$ cat config.mk
export PLATFORM = sky130hd
export DESIGN_NAME = dpll_lock_ctrl
export DESIGN_NICKNAME = d
export VERILOG_FILES = /design/src/rtl/dpll_lock_ctrl.sv
export SDC_FILE = /design/constraint.sdc
export NUM_CORES = 1
export LEC_CHECK = 0
export ABC_AREA = 1
export BUFFER_PORTS_ARGS = -buffer_cell sky130_fd_sc_hd__buf_2
export CELL_PAD_IN_SITES_DETAIL_PLACEMENT = 1
export CELL_PAD_IN_SITES_GLOBAL_PLACEMENT = 1
export CORE_UTILIZATION = 45
export DETAILED_ROUTE_END_ITERATION = 12
export PLACE_DENSITY_LB_ADDON = 0.1
export SYNTH_ARGS = -nofsm -noshare
export SYNTH_HDL_FRONTEND = slang
export SYNTH_SLANG_ARGS = --single-unit
$ cat constraint.sdc
create_clock -name clk -period 3 [get_ports clk]
set_input_delay 0 -clock clk [delete_from_list [all_inputs] [get_ports clk]]
set_output_delay 0 -clock clk [all_outputs]
set_load 0.05 [all_outputs]
$ cat src/rtl/dpll_lock_ctrl.sv
// DPLL lock-acquisition sequencer: settles the DCO, releases the loop filter,
// declares lock from quiet PFD cycles and drops lock on windowed error bursts.
module dpll_lock_ctrl #(
    parameter int LOCK_CYCLES    = 64,
    parameter int SETTLE_CYCLES  = 16,
    parameter int TIMEOUT_CYCLES = 4096,
    parameter int WINDOW         = 32,
    parameter int UNLOCK_ERRS    = 8,
    parameter int CNT_W          = 16
) (
    input  logic       clk,
    input  logic       rst_n,
    input  logic       start,
    input  logic       up,
    input  logic       down,
    output logic       dco_en,
    output logic       lpf_clear,
    output logic       lpf_hold,
    output logic       locked,
    output logic       fail,
    output logic [2:0] state
);

    typedef enum logic [2:0] {
        IDLE    = 3'd0,
        SETTLE  = 3'd1,
        ACQUIRE = 3'd2,
        LOCKED  = 3'd3,
        FAIL    = 3'd4
    } state_t;

    localparam logic [CNT_W-1:0] LOCK_N   = CNT_W'(LOCK_CYCLES);
    localparam logic [CNT_W-1:0] SETTLE_N = CNT_W'(SETTLE_CYCLES);
    localparam logic [CNT_W-1:0] TMO_N    = CNT_W'(TIMEOUT_CYCLES);
    localparam logic [CNT_W-1:0] WIN_LAST = CNT_W'(WINDOW - 1);
    localparam logic [CNT_W-1:0] UNLOCK_N = CNT_W'(UNLOCK_ERRS);
    localparam logic [CNT_W-1:0] ONE      = CNT_W'(1);
    localparam logic [CNT_W-1:0] CNT_MAX  = '1;

    state_t           cur_state, nxt_state;
    logic [CNT_W-1:0] settle_cnt, nxt_settle;
    logic [CNT_W-1:0] quiet, nxt_quiet;
    logic [CNT_W-1:0] tmo, nxt_tmo;
    logic [CNT_W-1:0] win, nxt_win;
    logic [CNT_W-1:0] errs, nxt_errs;
    logic             err_cycle;

    assign err_cycle = up | down;
    assign state     = cur_state;

    function automatic logic [CNT_W-1:0] sat_inc(input logic [CNT_W-1:0] v);
        return (v == CNT_MAX) ? v : v + ONE;
    endfunction

    always_ff @(posedge clk) begin
        if (!rst_n) begin
            cur_state  <= IDLE;
            settle_cnt <= '0;
            quiet      <= '0;
            tmo        <= '0;
            win        <= '0;
            errs       <= '0;
        end else begin
            cur_state  <= nxt_state;
            settle_cnt <= nxt_settle;
            quiet      <= nxt_quiet;
            tmo        <= nxt_tmo;
            win        <= nxt_win;
            errs       <= nxt_errs;
        end
    end

    always_comb begin
        nxt_state  = cur_state;
        nxt_settle = settle_cnt;
        nxt_quiet  = quiet;
        nxt_tmo    = tmo;
        nxt_win    = win;
        nxt_errs   = errs;

        if (!start) begin
            nxt_state  = IDLE;
            nxt_settle = '0;
            nxt_quiet  = '0;
            nxt_tmo    = '0;
            nxt_win    = '0;
            nxt_errs   = '0;
        end else begin
            case (cur_state)
                IDLE: begin
                    nxt_state  = SETTLE;
                    nxt_settle = '0;
                    nxt_quiet  = '0;
                    nxt_tmo    = '0;
                    nxt_win    = '0;
                    nxt_errs   = '0;
                end
                SETTLE: begin
                    nxt_settle = sat_inc(settle_cnt);
                    if (nxt_settle >= SETTLE_N) begin
                        nxt_state  = ACQUIRE;
                        nxt_settle = '0;
                        nxt_quiet  = '0;
                        nxt_tmo    = '0;
                    end
                end
                ACQUIRE: begin
                    // Lock is tested before timeout so a tie resolves to LOCKED.
                    nxt_quiet = err_cycle ? '0 : sat_inc(quiet);
                    nxt_tmo   = sat_inc(tmo);
                    if (nxt_quiet == LOCK_N) begin
                        nxt_state = LOCKED;
                        nxt_win   = '0;
                        nxt_errs  = '0;
                    end else if (nxt_tmo >= TMO_N) begin
                        nxt_state = FAIL;
                    end
                end
                LOCKED: begin
                    // The wrap cycle still counts toward the ending window.
                    nxt_errs = err_cycle ? sat_inc(errs) : errs;
                    if (nxt_errs >= UNLOCK_N) begin
                        nxt_state = ACQUIRE;
                        nxt_quiet = '0;
                        nxt_tmo   = '0;
                        nxt_win   = '0;
                        nxt_errs  = '0;
                    end else if (win >= WIN_LAST) begin
                        nxt_win  = '0;
                        nxt_errs = '0;
                    end else begin
                        nxt_win = win + ONE;
                    end
                end
                FAIL: nxt_state = FAIL;
                default: nxt_state = IDLE;
            endcase
        end
    end

    always_comb begin
        dco_en    = 1'b0;
        lpf_clear = 1'b0;
        lpf_hold  = 1'b0;
        locked    = 1'b0;
        fail      = 1'b0;
        case (cur_state)
            IDLE:    lpf_clear = 1'b1;
            SETTLE: begin
                dco_en   = 1'b1;
                lpf_hold = 1'b1;
            end
            ACQUIRE: dco_en = 1'b1;
            LOCKED: begin
                dco_en = 1'b1;
                locked = 1'b1;
            end
            FAIL: begin
                lpf_clear = 1'b1;
                fail      = 1'b1;
            end
            default: lpf_clear = 1'b1;
        endcase
    end

endmodule

==> results.toml <==
[status]
status = "finished, final reports clean"

[global_route]
first_global_vias = 6180
overflow = 0
grt_max_degree = 47
grt_pass1_wl_mm = 28.6
grtUsageTotal = 0.273
antenna_found_initial = 0

[detailed_routing]
wl_per_cell_microns = 15.5
vias_per_cell = 5.38
drt_first_pass_iters = 4
dr_total_vias = 5995
totalWireLength_mm = 17.2
ant_nets = 0
drc = 0
drt_iter0_markers = 298

[finish]
area_delta_synth_final_pct = 9.58
nets = 952
fill_cells = 1750
multiInputGateArea_sq_um = 3330
ff_latch_area_sq_um = 1660
n_antenna_cell = 0
finalNonFillerCells = 1115
drive_gt1_frac = 0.106

[worst_setup_path]
critPathKind = "reg -> reg"
crit_family = "simple AND/OR/NAND/NOR gates"
path_buf_inv = 1
start_kind = "flip-flop"
worst_path_max_delay_cell = "dfxtp_1"
crit_path_cell_trace = "ha_1 -> nand2_2 -> nor2_4 -> nand3_4 -> o21ai_1 -> nand2_1 -> nor2_1 -> nand3_1 -> nor2_1 -> nand3_2 -> buf_4 -> nor2_4 -> nand2_1 -> a21oi_1"
cp-end-kind = "flip-flop"
cp_max_fo = 20
critical-path-max-stage-delay_ns = 0.41
cp.required_ns = 3.29
crit_arrival_ns = 2.98

[placed_design]
dpl.cell_count = 1098
io_buffers = 12
gp_congestion = 0.854
hpwl_mm = 12.2

[die]
start_util = 0.466
rows = 40
design.die.area_sq_um = 13000
die_w_microns = 114
io_pins = 13
fp.coreArea_sq_um = 12200
die_h_microns = 114

[logic_synthesis]
synth_nets = 946
synth_warnings = 0
synthDistinctLibCells = 36
ys_seq_elements = 83
yosysSeqAreaShare = 0.293
synth_area_per_cell_sq_um = 6.06
synthesis.area_sq_um = 5670
syn_inst = 936

[min_path]
hold_path_class = "in -> reg"

[clocking]
cts-root-buf = "clkbuf_16"
htreeDepth = 3
cts.clk_slew.worst_paths_ns = 0.07
clkSinkCount = 83
clockBufferDepth = 2
clock_latency_ns = 0.36
tritoncts = "built"
cts_made_buffers = 9
post_cts_buffers = 0

[power_and_ir_drop]
powerDensity_nw_per_um2 = 433
cellLeakagePower_uw = 0.00270
vdd_drop_max_mv = 0.343

[timing]
fin_setup_tns_ns = 0
worst_pin_slew_ns = 0.823
finClkSkew_ns = 0.0100
grt_setup_unrepaired = "no"
fmax_mhz = 372
slew_violations = 0
relSlewSlack = 0.451
setup_viol = 0
period_needed_ns = 2.69
period_share = 0.896
finalHoldViolCount = 0

[run]
maxCapViolCount = 0
-- registers in the layout, indices dropped and copies added (netlist names) --
name        count
errs           16
quiet          16
settle_cnt     16
state           3
tmo            16
win            16
-- worst reg2reg max path: stages (launching register included) --
cell	delay (ns)
dfxtp_1	0.41
ha_1	0.23
nand2_2	0.10
nor2_4	0.21
nand3_4	0.12
o21ai_1	0.15
nand2_1	0.06
nor2_1	0.19
nand3_1	0.10
nor2_1	0.15
nand3_2	0.22
buf_4	0.30
nor2_4	0.17
nand2_1	0.08
a21oi_1	0.13
-- layout by cell type (no fill, tap or decap), types with 2 or more instances in the layout --
cell type,instances
a21oi_1,21
buf_2,12
buf_4,7
bufinv_16,2
clkbuf_16,9
clkinv_1,2
dfxtp_1,83
ha_1,5
inv_1,130
inv_2,18
inv_6,2
nand2_1,217
nand2_2,17
nand3_1,85
nand3_2,2
nand3_4,5
nand3b_1,2
nand4_1,49
nor2_1,159
nor2_2,7
nor2_4,7
nor3_1,26
nor3_2,5
nor4_1,2
o21ai_0,32
o21ai_1,6
xnor2_1,2
xor2_1,21
-- Yosys cell counts, drive strengths merged --
cell,n,area (sq um)
xor2,21,184
xnor2,2,17.5
a21oi,21,105
or2,1,6.26
inv,148,556
nand3,91,508
dfxtp,83,1660
o21ai,39,199
a31oi,1,6.26
nor2,173,717
clkinv,2,7.51
nor3b,1,7.51
ha,5,62.6
and2,1,6.26
nor4,2,12.5
clkbuf,9,33.8
buf,16,111
o211ai,1,7.51
nor3,31,175
o21bai,1,7.51
nand2,234,921
nand4,51,340
nand3b,2,15.0
-- final timing paths --
check	startpoint	end	slack, ns	cells after the start
max	errs[1]	win[1]	0.31	14
min	start	settle_cnt[3]	0.13	4
max reg2reg	errs[1]	win[1]	0.31	14
min reg2reg	win[6]	win[6]	0.44	2
-- metal layers --
| metal | GRT usage | part of all wire | vias to the layer above |
|---|---|---|---|
| met4 | 0.0831 | 0.015 | 0 |
| met2 | 0.495 | 0.51 | 87 |
| met3 | 0.0572 | 0.029 | 23 |
| met1 | 0.322 | 0.45 | 2911 |
| li1 | - | - | 2974 |
| met5 | 0 | 0 | - |
-- metrics by stage --
stage               instance area, sq um  worst slack, ns  power, uW  utilization  hold slack, ns
finish                              6210            0.311       2690        0.511           0.134
global placement                    5850            0.372       1420        0.481           0.415
floorplan                           5670            0.204       1370            -           0.209
global route                        6210           0.0899       2780        0.511           0.154
detailed placement                  5850            0.224       1440        0.481           0.437
CTS                                 6190            0.156       2710        0.509           0.130
-- kinds of logic after synthesis --
logic type	Yosys count	synth area share
compound gates	63	0.0574
xor+xnor	23	0.0355
fa+ha+maj	5	0.0110
buf+inv	175	0.125
flops	83	0.293
simple gates	587	0.478
-- layout make-up --
| cell class | count | share of cell area |
|---|---|---|
| multi-input cells | 679 | 0.536 |
| clock buffers | 10 | 0.0385 |
| flip-flops and latches | 83 | 0.268 |
| well taps | 168 | 0.0338 |
| inverters | 150 | 0.0907 |
| clock inverters | 6 | 0.0151 |
| repair buffers | 19 | 0.0181 |
-- power breakdown --
part | internal, uW | switching [uW] | total (uW)
Combinational | 74.6 | 205 | 280
Sequential | 1120 | 19.8 | 1140
Clock | 760 | 510 | 1270
Total | 1950 | 735 | 2690
-- timing repair --
| action | CTS | global route |
|---|---|---|
| gates resized for setup | 0 | 2 |
| hold buffers | 0 | 0 |
| setup endpoints to repair | 0 | 7 |
(Power assumes the default switching activity.)
